$ cat src/rtl/dft_scan_dumper.sv
// Scan-chain dumper: freezes the DUT, recirculates NCHAIN chains and streams the bits out as packed words.
// Optional macro DFT_PARITY_EN appends a parity/dump-index word after each dump.
module dft_scan_dumper #(
    parameter int NCHAIN    = 2,
    parameter int CHAIN_LEN = 32,
    parameter int OUT_W     = 32,
    parameter int DUMP_NBR  = 1
) (
    input  logic              clk,
    input  logic              reset,
    input  logic              val_op,
    output logic              op_ack,
    output logic              op_commit,
    input  logic              commit_ack,
    output logic              sc_sen,
    output logic              sc_ce,
    input  logic [NCHAIN-1:0] sc_sin,
    output logic [NCHAIN-1:0] sc_sout,
    output logic [OUT_W-1:0]  dft_out,
    output logic              dft_out_strobe,
    input  logic              dft_out_ready
);

    localparam int W    = OUT_W / NCHAIN;
    localparam int SH_W = $clog2(CHAIN_LEN) + 1;
    localparam int SL_W = $clog2(W) + 1;
    localparam int DN_W = $clog2(DUMP_NBR) + 1;

    typedef enum logic [2:0] {IDLE, ACK, SHIFT, EMIT, STEP, COMMIT} state_t;

    state_t            r_state, w_next;
    logic [SH_W-1:0]   r_shift;
    logic [SL_W-1:0]   r_slot;
    logic [DN_W-1:0]   r_dump;
    logic [OUT_W-1:0]  r_word;
    logic              r_bits_done;
    logic              w_last_shift, w_word_full, w_accept, w_more;

`ifdef DFT_PARITY_EN
    logic              r_par, r_par_sent, r_gap;
    logic [OUT_W-1:0]  w_par_word;
    assign w_par_word = {(OUT_W-1)'(r_dump), r_par};
`endif

    assign w_last_shift = (r_shift == SH_W'(CHAIN_LEN - 1));
    assign w_word_full  = (r_slot == SL_W'(W - 1));
    assign w_accept     = dft_out_strobe & dft_out_ready;
    assign w_more       = (r_dump < DN_W'(DUMP_NBR - 1));
    // Chains recirculate so their content is restored after a full dump.
    assign sc_sout      = sc_sin;
    assign dft_out      = r_word;

    always_comb begin
        w_next         = r_state;
        op_ack         = 1'b0;
        op_commit      = 1'b0;
        sc_sen         = 1'b0;
        sc_ce          = 1'b0;
        dft_out_strobe = 1'b0;
        case (r_state)
            IDLE: begin
                sc_ce = 1'b1;
                if (val_op) w_next = ACK;
            end
            ACK: begin
                op_ack = 1'b1;
                w_next = SHIFT;
            end
            SHIFT: begin
                sc_sen = 1'b1;
                sc_ce  = 1'b1;
                if (w_last_shift || w_word_full) w_next = EMIT;
            end
            EMIT: begin
`ifdef DFT_PARITY_EN
                dft_out_strobe = ~r_gap;
`else
                dft_out_strobe = 1'b1;
`endif
                if (w_accept) begin
                    if (!r_bits_done) w_next = SHIFT;
`ifdef DFT_PARITY_EN
                    else if (!r_par_sent) w_next = EMIT;
`endif
                    else if (w_more) w_next = STEP;
                    else w_next = COMMIT;
                end
            end
            STEP: begin
                sc_ce  = 1'b1;
                w_next = SHIFT;
            end
            COMMIT: begin
                op_commit = 1'b1;
                if (commit_ack) w_next = IDLE;
            end
            default: w_next = IDLE;
        endcase
    end

    always_ff @(posedge clk or posedge reset) begin
        if (reset) begin
            r_state     <= IDLE;
            r_shift     <= '0;
            r_slot      <= '0;
            r_dump      <= '0;
            r_word      <= '0;
            r_bits_done <= 1'b0;
`ifdef DFT_PARITY_EN
            r_par       <= 1'b0;
            r_par_sent  <= 1'b0;
            r_gap       <= 1'b0;
`endif
        end else begin
            r_state <= w_next;
            case (r_state)
                ACK: begin
                    r_shift     <= '0;
                    r_slot      <= '0;
                    r_dump      <= '0;
                    r_word      <= '0;
                    r_bits_done <= 1'b0;
`ifdef DFT_PARITY_EN
                    r_par       <= 1'b0;
                    r_par_sent  <= 1'b0;
                    r_gap       <= 1'b0;
`endif
                end
                SHIFT: begin
                    r_word[r_slot*NCHAIN +: NCHAIN] <= sc_sin;
                    r_slot <= r_slot + 1'b1;
`ifdef DFT_PARITY_EN
                    r_par  <= r_par ^ (^sc_sin);
`endif
                    if (w_last_shift) begin
                        r_shift     <= '0;
                        r_bits_done <= 1'b1;
                    end else begin
                        r_shift <= r_shift + 1'b1;
                    end
                end
                EMIT: begin
`ifdef DFT_PARITY_EN
                    r_gap <= 1'b0;
`endif
                    if (w_accept) begin
                        r_word <= '0;
                        r_slot <= '0;
                        if (r_bits_done) begin
`ifdef DFT_PARITY_EN
                            // Parity word follows after a one-cycle strobe gap.
                            if (!r_par_sent) begin
                                r_word     <= w_par_word;
                                r_par_sent <= 1'b1;
                                r_gap      <= 1'b1;
                            end else begin
                                r_dump      <= r_dump + 1'b1;
                                r_bits_done <= 1'b0;
                                r_par_sent  <= 1'b0;
                                r_par       <= 1'b0;
                            end
`else
                            r_dump      <= r_dump + 1'b1;
                            r_bits_done <= 1'b0;
`endif
                        end
                    end
                end
                default: ;
            endcase
        end
    end

endmodule

$ cat config.mk
export PLATFORM = sky130hd
export DESIGN_NAME = dft_scan_dumper
export DESIGN_NICKNAME = d
export VERILOG_FILES = /design/src/rtl/dft_scan_dumper.sv
export SDC_FILE = /design/constraint.sdc
export NUM_CORES = 1
export LEC_CHECK = 0
export CORE_MARGIN = 2
export CORE_UTILIZATION = 55
export CTS_BUF_LIST = sky130_fd_sc_hd__clkbuf_8
export DETAILED_ROUTE_END_ITERATION = 8
export PLACE_DENSITY = 0.92
export SETUP_SLACK_MARGIN = 0.05
export SLEW_MARGIN = 10
export SYNTH_ARGS = -nofsm -noshare
export SYNTH_HDL_FRONTEND = slang
export SYNTH_SLANG_ARGS = --single-unit
$ cat constraint.sdc
create_clock -name clk -period 7.6 [get_ports clk]
set_clock_uncertainty 0.2 [all_clocks]
set_input_delay 0.76 -clock clk [delete_from_list [all_inputs] [get_ports clk]]
set_output_delay 0.76 -clock clk [all_outputs]
set_load 0.005 [all_outputs]
==> flow_summary_export.csv, run 1 <==
group,metric,value,unit
floorplanning,dieArea,5230,sq um
setup_path,cp_cell_sequence,"or3b_4 > clkinv_1 > clkdlybuf4s50_1",
setup_path,start_kind,"register",
timing,setup_tns,0,ps
setup_path,critPathSlowestCell,"clkdlybuf4s50_1",
drt,via_count,2169,
final_layout,fin_cells,363,
placed_design,portBuffers,45,
min_path,hp-start,"dft_out[25]",
floorplanning,die_h,72.3,microns
floorplanning,start_util,58.2,%
drt,ant_nets,0,
power,internal_power,524,uW
run,cap_violations,0,
clocking,cts_setup_buffers,0,
global_route,grt_pass1_vias,2126,
setup_path,path_max_fanout,13,
yosys,synth.distinct_cells,51,
yosys,syn_area,2570,sq um
yosys,synth_compound_area_share,14.2,%
drt,drt-total-wl,5880,microns
clocking,clk_pin_slew,80,ps
yosys,synth_simple_gate_area_share,25.8,%
setup_path,reg2reg_to,"dft_out[20]",
timing,tightest_slew,713,ps
clocking,cts_hold_buf,0,
setup_path,rrSetupSlack,4490,ps
setup_path,r2r_start,"r_slot[0]",
power,pwr-share-comb,48.9,%
min_path,worstHoldEndpoint,"dft_out[25]",
drt,remaining_drc_errors,0,
final_layout,diodes,0,
yosys,synth_seq_cells,47,
timing,slew_viol_final,0,
final_layout,area_growth,20.8,%
placed_design,gp_congestion,0.934,
global_route,antenna_found_initial,0,
setup_path,cpPeakStageDelay,560,ps
clocking,cts_max_level,2,
power,p_leak,1.30,nW
global_route,grt_max_degree,48,
setup_path,end_kind,"primary output",
yosys,synth_top_family_by_area,"simple AND/OR/NAND/NOR gates",
setup_path,cp_data_required_time,6640,ps
timing,timing.final.hold_violations,0,
placed_design,dp.cells,356,
timing,setup_viol,0,
power,p_clk_share,16.4,%
run_status,status,"completed",
power,p_sw_share,45.6,%
yosys,syn_nets,283,
final_layout,drive_gt1_share,6.75,%
yosys,muxShareOfSynthArea,6.24,%
timing,max_freq,318,MHz
final_layout,fin_area,3100,sq um
final_layout,nets,323,
setup_path,critical_path_buf_inv_count,2,
clocking,clkSinkCount,47,
floorplanning,die_w,72.3,microns
floorplanning,rows,24,
floorplanning,num_io_pins,46,
global_route,grt_use_total,23.7,%
power,sequentialPowerShare,34.8,%
drt,drt_iter0_drc,217,
clocking,cts_resized,0,
global_route,overflow,0,
yosys,netlist_instances,271,
power,power_density,310,nW/um^2
global_route,grt_pass1_wl,9670,microns
final_layout,n_fill_cell,361,
setup_path,path_class,"register to primary output",
drt,wl_per_cell,16.2,microns
min_path,hold_path_class,"register to register",
timing,period_minus_slack,3140,ps
clocking,clk_latency,300,ps
yosys,synth-seq-area-share,45.8,%
yosys,yosys.area_share.adder,2.44,%
power,p_sw,438,uW
min_path,holdPathStages,2,
power,vdd_drop_max,0.188,mV
placed_design,place_hpwl,4160,microns
floorplanning,core,4410,sq um
yosys,async_reset_ff_share,100,%
timing,min_period_over_period,41.4,%
setup_path,crit_arrival,2180,ps
timing,rsz0062_at_grt,"false",
clocking,cts_inserted_buffers,5,
yosys,synth_ff_type,"dfrtp_1",
yosys,synth_edf_count,0,
yosys,yosysWarnings,0,
drt,first_pass_iters,4,
timing,max_slew_margin,52.4,%
setup_path,cpLargestDelayFamily,"buffers and inverters",
setup_path,rr_worst_depth,9,
yosys,avgSynthCellArea,9.47,sq um
drt,avgViaCountPerCell,5.98,
clocking,cts_tree,"done",
power,finalPower,962,uW
placed_design,placed_area,3010,sq um
clocking,clock_path_buffers,2,
yosys,synth-xor-area-share,1.36,%
clocking,cts_root_buf,"clkbuf_8",
==> worst reg2reg max path, stage by stage, from the launching register on <==
cell and delay (ps):
dfrtp_1 670, inv_1 220, ha_1 350, and2_1 210, ha_1 300, nand2b_1 110
nor3_4 210, nand4_2 270, or2_2 390, o21ai_1 130
==> cell families (layout without fill, tap and decap cells) <==
logic type	after synthesis	count (layout)
xor gates and xnor gates	4	4
and+or+nand+nor	120	120
DFF	47	47
muxes	16	16
adders and majority gates	5	5
AOI/OAI and AO/OA	59	59
buffers and inverters	20	60
==> area by class of cell <==
type	count	area [sq um]	area share [%]
multi-input cells	204	1280	41.4
flip-flops and latches	47	1180	37.9
repair buffers	46	458	14.8
clock buffers	6	82.6	2.66
well taps	52	65.1	2.10
inverters	7	26.3	0.847
clock inverters	1	8.76	0.282
==> power groups by stage <==
stage          Sequential, mW  Combinational, mW  Clock [mW]
6_report                0.334              0.470       0.158
5_1_grt                 0.340              0.514       0.167
4_1_cts                 0.332              0.464       0.158
3_5_place_dp            0.337              0.458           0
3_3_place_gp            0.335              0.444           0
2_1_floorplan           0.308              0.372           0
==> stage by stage <==
| step | utilization [%] | setup WS [ps] | hold slack, ps |
|---|---|---|---|
| after floorplan | - | 4970 | 264 |
| after global placement | 68.2 | 4630 | 295 |
| after detailed placement | 68.2 | 4560 | 315 |
| after CTS | 70.2 | 4460 | 333 |
| after global routing | 70.2 | 4300 | 356 |
| final | 70.2 | 4460 | 329 |
==> flip-flops by register name, summed over array words and instances (netlist names) <==
name,cells
r_shift,6
r_bits_done,1
r_state,3
dft_out,32
r_slot,5
==> synth_stat cells (all sizes together), types with 7 or more instances <==
cell type,number,area share (%)
buf,12,3.0
dfrtp,47,46
mux2i,16,6.2
nand2,45,6.7
nand2b,9,2.2
nand3,10,1.9
nor2,14,2.0
nor3,7,2.0
o211ai,12,3.5
o21ai,31,6.2
or2,8,1.9
==> routing by layer <==
layer  up-vias  share of wire (%)  global-route usage [%]
li1       1035                  -                       -
met2        83                 48                    40.3
met1      1039                 44                    29.3
met4         0                1.5                    9.85
met5         -                  0                       0
met3        12                5.6                    5.14
==> cell usage in the layout (no fill, tap or decap), drive strengths merged, types with 2 or more instances in the layout <==
master,instances
nand3,10
nand2,45
nor2b,3
inv,6
o211ai,12
o21ai,31
nand4,2
a32o,2
or3,2
mux2i,16
nor2,14
a21oi,5
nor4,2
nor3b,2
nor3,7
ha,5
nor4b,2
xor2,3
nand2b,9
clkdlybuf4s50,45
and2,3
dfrtp,47
and3,6
clkinv,2
or2,8
clkbuf,6
==> worst max-delay path by stage <==
| stage | start | end | cells past startpoint |
|---|---|---|---|
| floorplan | r_slot[0] | dft_out[21] | 10 |
| global placement | dft_out_ready | dft_out[17] | 5 |
| detailed placement | r_slot[0] | dft_out[21] | 9 |
| CTS | r_state[1] | sc_sen | 3 |
| global route | r_slot[0] | dft_out[26] | 9 |
| finish | r_state[1] | sc_sen | 3 |
No activity file was read; power rests on OpenSTA's default activity.
==> run 2: changes to the inputs <==
- CORE_UTILIZATION: 55 -> 54
- PLACE_DENSITY: 0.92 -> 0.91
- clock period: 7.6 -> 3 ns (I/O delays scaled with it)
==> flow_summary_export.csv, run 2 (synthesis gave the netlist of run 1 again) <==
group,metric,value,unit
run_status,status,"completed",
global_route,antenna_found_initial,0,
setup_path,r2r_start,"r_slot[1]",
global_route,grt_use_total,23.6,%
setup_path,critPathSlowestCell,"dfrtp_1",
drt,first_pass_iters,5,
final_layout,seq_area,1180,sq um
final_layout,area_growth,22.7,%
timing,period_minus_slack,2730,ps
timing,max_freq,366,MHz
floorplanning,die_h,73.0,microns
power,finalPower,2.52,mW
final_layout,final_cell_mix,"47 x dfrtp_1, 45 x clkdlybuf4s50_1, 44 x nand2_1",
timing,tightest_slew,647,ps
clocking,cts_root_buf,"clkbuf_8",
final_layout,diodes,0,
power,sequentialPowerShare,32.4,%
timing,setup_viol,0,
drt,remaining_drc_errors,0,
drt,drt-total-wl,5930,microns
final_layout,n_fill_cell,357,
setup_path,cp_data_required_time,3040,ps
timing,hold-worst-slack,192,ps
clocking,cts_tree,"done",
placed_design,place_ws,306,ps
min_path,hold_path_class,"input pin to asynchronous set/reset pin",
placed_design,portBuffers,45,
setup_path,crit_arrival,2770,ps
final_layout,largest_reg_flops,32,
floorplanning,num_io_pins,46,
setup_path,end_kind,"register",
global_route,overflow,0,
timing,setup_tns,0,ps
clocking,cts_setup_buffers,0,
power,pwr-share-comb,49.6,%
setup_path,start_kind,"register",
timing,timing.final.hold_violations,0,
floorplanning,rows,25,
power,p_sw,1.11,mW
final_layout,final_common_cell,"dfrtp_1",
power,p_sw_share,44.0,%
setup_path,path_class,"register to register",
floorplanning,die_w,73.0,microns
drt,wl_per_cell,16.1,microns
clocking,cts_inserted_buffers,5,
setup_path,path_max_fanout,10,
drt,drt_iter0_drc,157,
clocking,clk_latency,300,ps
drt,via_count,2184,
timing,timing.final.ws_setup,270,ps
global_route,grt_pass1_vias,2076,
floorplanning,start_util,55.1,%
timing,min_period_over_period,91.0,%
final_layout,multi_input_area,1290,sq um
setup_path,cp_cell_sequence,"inv_1 > ha_1 > and2_1 > ha_1 > nand2b_1 > nor3_4 > nand4_2 > or2_2 > o21ai_1",
drt,ant_nets,0,
final_layout,drive_gt1_share,8.57,%
drt,avgViaCountPerCell,5.92,
clocking,clkSinkCount,47,
final_layout,nets,327,
power,p_leak,1.32,nW
floorplanning,dieArea,5320,sq um
timing,max_slew_margin,56.7,%
power,power_density,800,nW/um^2
floorplanning,core,4660,sq um
placed_design,place_hpwl,4300,microns
clocking,cts_max_level,2,
timing,slew_viol_final,0,
setup_path,crit_top_cell,"ha_1",
clocking,clock_path_buffers,2,
setup_path,cpPeakStageDelay,470,ps
global_route,grt_max_degree,34,
power,internal_power,1.41,mW
run,cap_violations,0,
setup_path,cp-startpoint,"r_slot[1]",
power,p_clk_share,18.0,%
placed_design,gp_congestion,0.918,
power,vdd_drop_max,0.533,mV
global_route,grt_pass1_wl,9700,microns
timing,rsz0062_at_grt,"true",
clocking,clk_pin_slew,90,ps
-- run 2: layout make-up --
cell class,count,share of cell area [%]
Multi-Input combinational cell,204,40.8
Sequential cell,47,37.3
Timing Repair Buffer,50,15.5
Clock buffer,5,2.18
Tap cell,54,2.14
Clock inverter,2,1.19
Inverter,7,0.834
-- run 2: path summary, 6_finish.rpt --
check | endpoint | slack (ps) | cells after the start
worst max register to register | dft_out[28] | 270 | 9
max in group asynchronous | dft_out[24] | 1820 | 3
worst min-delay path | dft_out[0] | 190 | 2
min in group clk | r_shift[2] | 330 | 1
worst max-delay path | dft_out[28] | 270 | 9
worst min register to register | r_shift[2] | 330 | 1
-- run 2: through the flow --
step | util (%) | instances | area [sq um]
CTS | 67.5 | 369 | 3150
finish | 67.6 | 369 | 3150
detailed placement | 65.3 | 362 | 3040
global placement | 65.3 | 362 | 3040
global route | 67.6 | 369 | 3150
floorplan | - | 271 | 2570
-- run 2: metal layers --
metal	vias up	track usage (%)	wire, microns
met2	81	38.6	2840
met3	10	4.42	390
met4	0	8.23	86
met1	1056	31.8	2620
met5	-	0	0
li1	1037	-	-
-- run 2: power by group through the flow --
stage / Combinational [mW] / Clock, mW / Sequential (mW)
CTS: 1.23 / 0.459 / 0.816
detailed placement: 1.21 / 0 / 0.825
floorplan: 0.941 / 0 / 0.781
finish: 1.25 / 0.454 / 0.817
global route: 1.36 / 0.484 / 0.832
global placement: 1.18 / 0 / 0.822
-- run 2: critical path, delay by kind of cell (launching register included) --
kind            cells  cell delay (ps)
fa+ha+maj           2              570
buf+inv             1              110
flops               1              470
compound gates      1              130
simple gates        5             1180
-- run 2: what timing repair did --
item | 4_1_cts | 5_1_grt
hold buffers | 0 | 0
endpoints found under the setup margin | 0 | 2
gates resized for setup | 0 | 1
==> edit 1 (config.mk and constraints of run 1) <==
The parameter `OUT_W` goes from 32 to 64.
--- a/src/rtl/dft_scan_dumper.sv
+++ b/src/rtl/dft_scan_dumper.sv
@@ -3,7 +3,7 @@
 module dft_scan_dumper #(
     parameter int NCHAIN    = 2,
     parameter int CHAIN_LEN = 32,
-    parameter int OUT_W     = 32,
+    parameter int OUT_W     = 64,
     parameter int DUMP_NBR  = 1
 ) (
     input  logic              clk,
Interface: changed (resized dft_out); port bits go from 46 to 78. No check against the original RTL was run, so the function may have changed too.
==> edit 1 against run 1 <==
Setup slack worse by 0.093 ns; hold slack worse by 0.059 ns; design area grew 67%; wire length is 81% higher; clock power up 120%; non-clock buffer count rose by 32; sequential cell count is 33 higher; total power is 72% higher; maximum frequency shrank 2.9%; sequential power is 67% higher; synthesized area increased by 62%; critical endpoint unchanged.
==> edit 1: results (changes against run 1) <==
<table>
<tr><th>Metric</th><th>Value</th></tr>
<tr><th colspan="2">Placement</th></tr>
<tr><td>GP Congestion</td><td>0.904 (was 0.934)</td></tr>
<tr><td>PortBufs</td><td>77 (was 45)</td></tr>
<tr><td>Final HPWL DP</td><td>7.63 mm (was 4.16 mm)</td></tr>
<tr><td>Post-placement cell area</td><td>0.00497 mm² (was 0.00301 mm²)</td></tr>
<tr><th colspan="2">Outcome</th></tr>
<tr><td>Run status</td><td>finished, final reports clean (unchanged)</td></tr>
<tr><th colspan="2">Min path</th></tr>
<tr><td>Hold path depth</td><td>1 (was 2)</td></tr>
<tr><td>Origin of the worst min-delay path</td><td>r_shift[5]$_DFFE_PP0P_ (was dft_out[25]$_DFFE_PP0P_)</td></tr>
<tr><td>Endpoint of the worst hold path</td><td>r_shift[5]$_DFFE_PP0P_ (was dft_out[25]$_DFFE_PP0P_)</td></tr>
<tr><th colspan="2">Logic synthesis</th></tr>
<tr><td>Post-Syn Instances</td><td>442 (was 271)</td></tr>
<tr><td>Synthesized netlist net count</td><td>453 (was 283)</td></tr>
<tr><td>Count of different cell masters after synthesis</td><td>49 (was 51)</td></tr>
<tr><td>Compound-Gate Fraction of Synth Area</td><td>6.30% (was 14.2%)</td></tr>
<tr><th colspan="2">Pwr</th></tr>
<tr><td>Static Leakage</td><td>2.31 nW (was 1.30 nW)</td></tr>
<tr><td>Switching Fraction</td><td>43.8% (was 45.6%)</td></tr>
<tr><td>Sequential share of power</td><td>33.9% (was 34.8%)</td></tr>
<tr><th colspan="2">Worst setup path</th></tr>
<tr><td>Critical path data arrival time</td><td>2.28 ns (was 2.18 ns)</td></tr>
<tr><td>Number of cells on the worst reg-to-reg path</td><td>7 (was 9)</td></tr>
<tr><th colspan="2">STA</th></tr>
<tr><td>Worst Max-Slew Pin Slew</td><td>1.17 ns (was 0.713 ns)</td></tr>
<tr><td>Min Clock Period, post-route</td><td>3.24 ns (was 3.14 ns)</td></tr>
<tr><th colspan="2">Cells and area</th></tr>
<tr><td>Final instance count without filler cells</td><td>613 (was 363)</td></tr>
</table>
-- edit 1: cell types whose count changed after synthesis, moves of 4 or more --
cell / delta
sky130_fd_sc_hd__mux2i_1: +36
sky130_fd_sc_hd__nand3_1: +26
sky130_fd_sc_hd__o211ai_1: -10
sky130_fd_sc_hd__dfrtp_1: +33
sky130_fd_sc_hd__o21ai_0: +4
sky130_fd_sc_hd__clkbuf_1: +6
sky130_fd_sc_hd__nand2_1: +54
sky130_fd_sc_hd__and2_1: +5
sky130_fd_sc_hd__or2_1: -4
sky130_fd_sc_hd__nor2_1: +11
sky130_fd_sc_hd__o21ai_1: -9
sky130_fd_sc_hd__nand4_1: +7
-- edit 1: metal layers --
layer	global-route usage [%]	share of wire, %
met1	34.0	41
met2	44.4	49
met4	10.5	3.1
met5	0	0
met3	6.89	6.6
-- edit 1: area by class of cell --
class,instances,area (µm²)
fill,573,2100
multi-input combinational,332,2030
sequential,80,2000
timing repair buffer,78,778
clock buffer,11,151
tap,99,124
clock inverter,4,68.8
inverter,9,33.8
==> edit 2 (flow settings as in run 1) <==
Without the edit above. The 6 states of `state_t` get a Gray code encoding in 3 bits.
--- a/src/rtl/dft_scan_dumper.sv
+++ b/src/rtl/dft_scan_dumper.sv
@@ -26,7 +26,7 @@
     localparam int SL_W = $clog2(W) + 1;
     localparam int DN_W = $clog2(DUMP_NBR) + 1;
 
-    typedef enum logic [2:0] {IDLE, ACK, SHIFT, EMIT, STEP, COMMIT} state_t;
+    typedef enum logic [2:0] {IDLE = 3'b000, ACK = 3'b001, SHIFT = 3'b011, EMIT = 3'b010, STEP = 3'b110, COMMIT = 3'b111} state_t;
 
     state_t            r_state, w_next;
     logic [SH_W-1:0]   r_shift;
Check against the original RTL: same outputs for any inputs over 10 cycles, from zero or initial values and one cycle with reset high; not proved beyond that.
==> edit 2 against run 1 <==
Core utilization down 2.1 points; total power up 5.9%; count of clock-buffer cells in the layout down 1; via count up 2.2%; global-route usage about the same; sequential share of layout area down 0.88 points; setup slack worse by 0.13 ns; clock power up 14%; wire length up 2.2%; hold slack worse by 0.032 ns; sequential cell count unchanged; design area up 2.4%; synthesized area up 2.4%; critical endpoint unchanged.
==> edit 2: results (changes against run 1) <==
<table>
<tr><th>Metric</th><th>Value</th></tr>
<tr><th colspan="2">Placement</th></tr>
<tr><td>GP Congestion</td><td>0.934 (about the same)</td></tr>
<tr><td>Post-placement setup slack</td><td>4.41 ns (was 4.56 ns)</td></tr>
<tr><td>Post-placement cell area</td><td>0.00307 mm² (was 0.00301 mm²)</td></tr>
<tr><td>Final HPWL DP</td><td>4.32 mm (was 4.16 mm)</td></tr>
<tr><th colspan="2">Cells and area</th></tr>
<tr><td>Proportion of layout cells with a drive suffix above 1</td><td>5.52% (was 6.75%)</td></tr>
<tr><td>Final instance count without filler cells</td><td>362 (was 363)</td></tr>
<tr><th colspan="2">Global route</th></tr>
<tr><td>Global-route wire length before repair</td><td>9.93 mm (was 9.67 mm)</td></tr>
<tr><td>Overall global routing resource usage</td><td>23.8% (was 23.7%)</td></tr>
<tr><th colspan="2">Worst setup path</th></tr>
<tr><td>Peak per-stage delay on the critical path</td><td>0.59 ns (was 0.56 ns)</td></tr>
<tr><td>Critical path data arrival time</td><td>2.32 ns (was 2.18 ns)</td></tr>
<tr><th colspan="2">Pwr</th></tr>
<tr><td>Internal Pwr Total</td><td>0.562 mW (was 0.524 mW)</td></tr>
<tr><td>Sequential share of power</td><td>33.8% (was 34.8%)</td></tr>
<tr><td>Worst IR Drop VDD</td><td>229 µV (was 188 µV)</td></tr>
<tr><td>Static Leakage</td><td>1.45 nW (was 1.30 nW)</td></tr>
<tr><th colspan="2">Outcome</th></tr>
<tr><td>Run status</td><td>finished, final reports clean (unchanged)</td></tr>
<tr><th colspan="2">Logic synthesis</th></tr>
<tr><td>Synthesized netlist net count</td><td>287 (was 283)</td></tr>
<tr><td>Sequential element share of the synthesized area</td><td>44.7% (was 45.8%)</td></tr>
<tr><td>Count of different cell masters after synthesis</td><td>47 (was 51)</td></tr>
<tr><td>Cells taking the most area after synthesis</td><td>sky130_fd_sc_hd__dfrtp_1, sky130_fd_sc_hd__mux2i_1, sky130_fd_sc_hd__nand2_1, sky130_fd_sc_hd__ha_1, sky130_fd_sc_hd__o21ai_0 (was sky130_fd_sc_hd__dfrtp_1, sky130_fd_sc_hd__nand2_1, sky130_fd_sc_hd__mux2i_1, sky130_fd_sc_hd__o21ai_0, sky130_fd_sc_hd__o211ai_1)</td></tr>
<tr><td>Post-Syn Instances</td><td>273 (was 271)</td></tr>
</table>
## edit 2: cell count changes in the layout (fill, tap and decap cells not counted), moves of 5 or more
cell                       delta
sky130_fd_sc_hd__mux2i_1      +7
sky130_fd_sc_hd__o21ai_0      -6
sky130_fd_sc_hd__o211ai_1    -10
sky130_fd_sc_hd__nand4_1      +8
sky130_fd_sc_hd__nor2_1       -5
sky130_fd_sc_hd__o21ai_1      -9
## edit 2: worst paths after layout
check                                                to               startpoint  slack (ns)  cells after the start
max in group asynchronous        dft_out[5]$_DFFE_PP0P_                    reset        6.08                      3
worst min register to register  dft_out[12]$_DFFE_PP0P_  dft_out[12]$_DFFE_PP0P_        0.30                      1
worst min-delay path            dft_out[12]$_DFFE_PP0P_  dft_out[12]$_DFFE_PP0P_        0.30                      1
worst max-delay path                             sc_sen   r_state[2]$_DFFE_PP0P_        4.32                      3
min in group asynchronous        dft_out[7]$_DFFE_PP0P_                    reset        0.70                      3
worst max register to register   dft_out[5]$_DFFE_PP0P_    r_slot[0]$_DFFE_PP0P_        4.37                      8
## edit 2: logic make-up (layout without fill, tap and decap cells)
kind of cell	after synthesis	in the layout	synth area share, %
fa+ha+maj	7	7	3.33
buf+inv	24	59	4.14
flops	47	47	44.7
xor+xnor	6	6	2.29
compound gates	48	48	13.0
simple gates	118	118	23.8
mux	23	23	8.76
## edit 2: metal layers
metal  part of all wire (%)  track usage, %
met5                      0               0
met4                    1.9            8.02
met3                    6.4            6.22
met2                     47            36.5
met1                     45            32.7
## edit 2: final cells by class
cell class                 count  area [µm²]  area share [%]
multi-input combinational    202        1340            42.3
tap                           54        67.6            2.13
sequential                    47        1180            37.1
clock buffer                   5        68.8            2.17
clock inverter                 2        37.5            1.18
inverter                       6        22.5           0.710
timing repair buffer          46         458            14.4
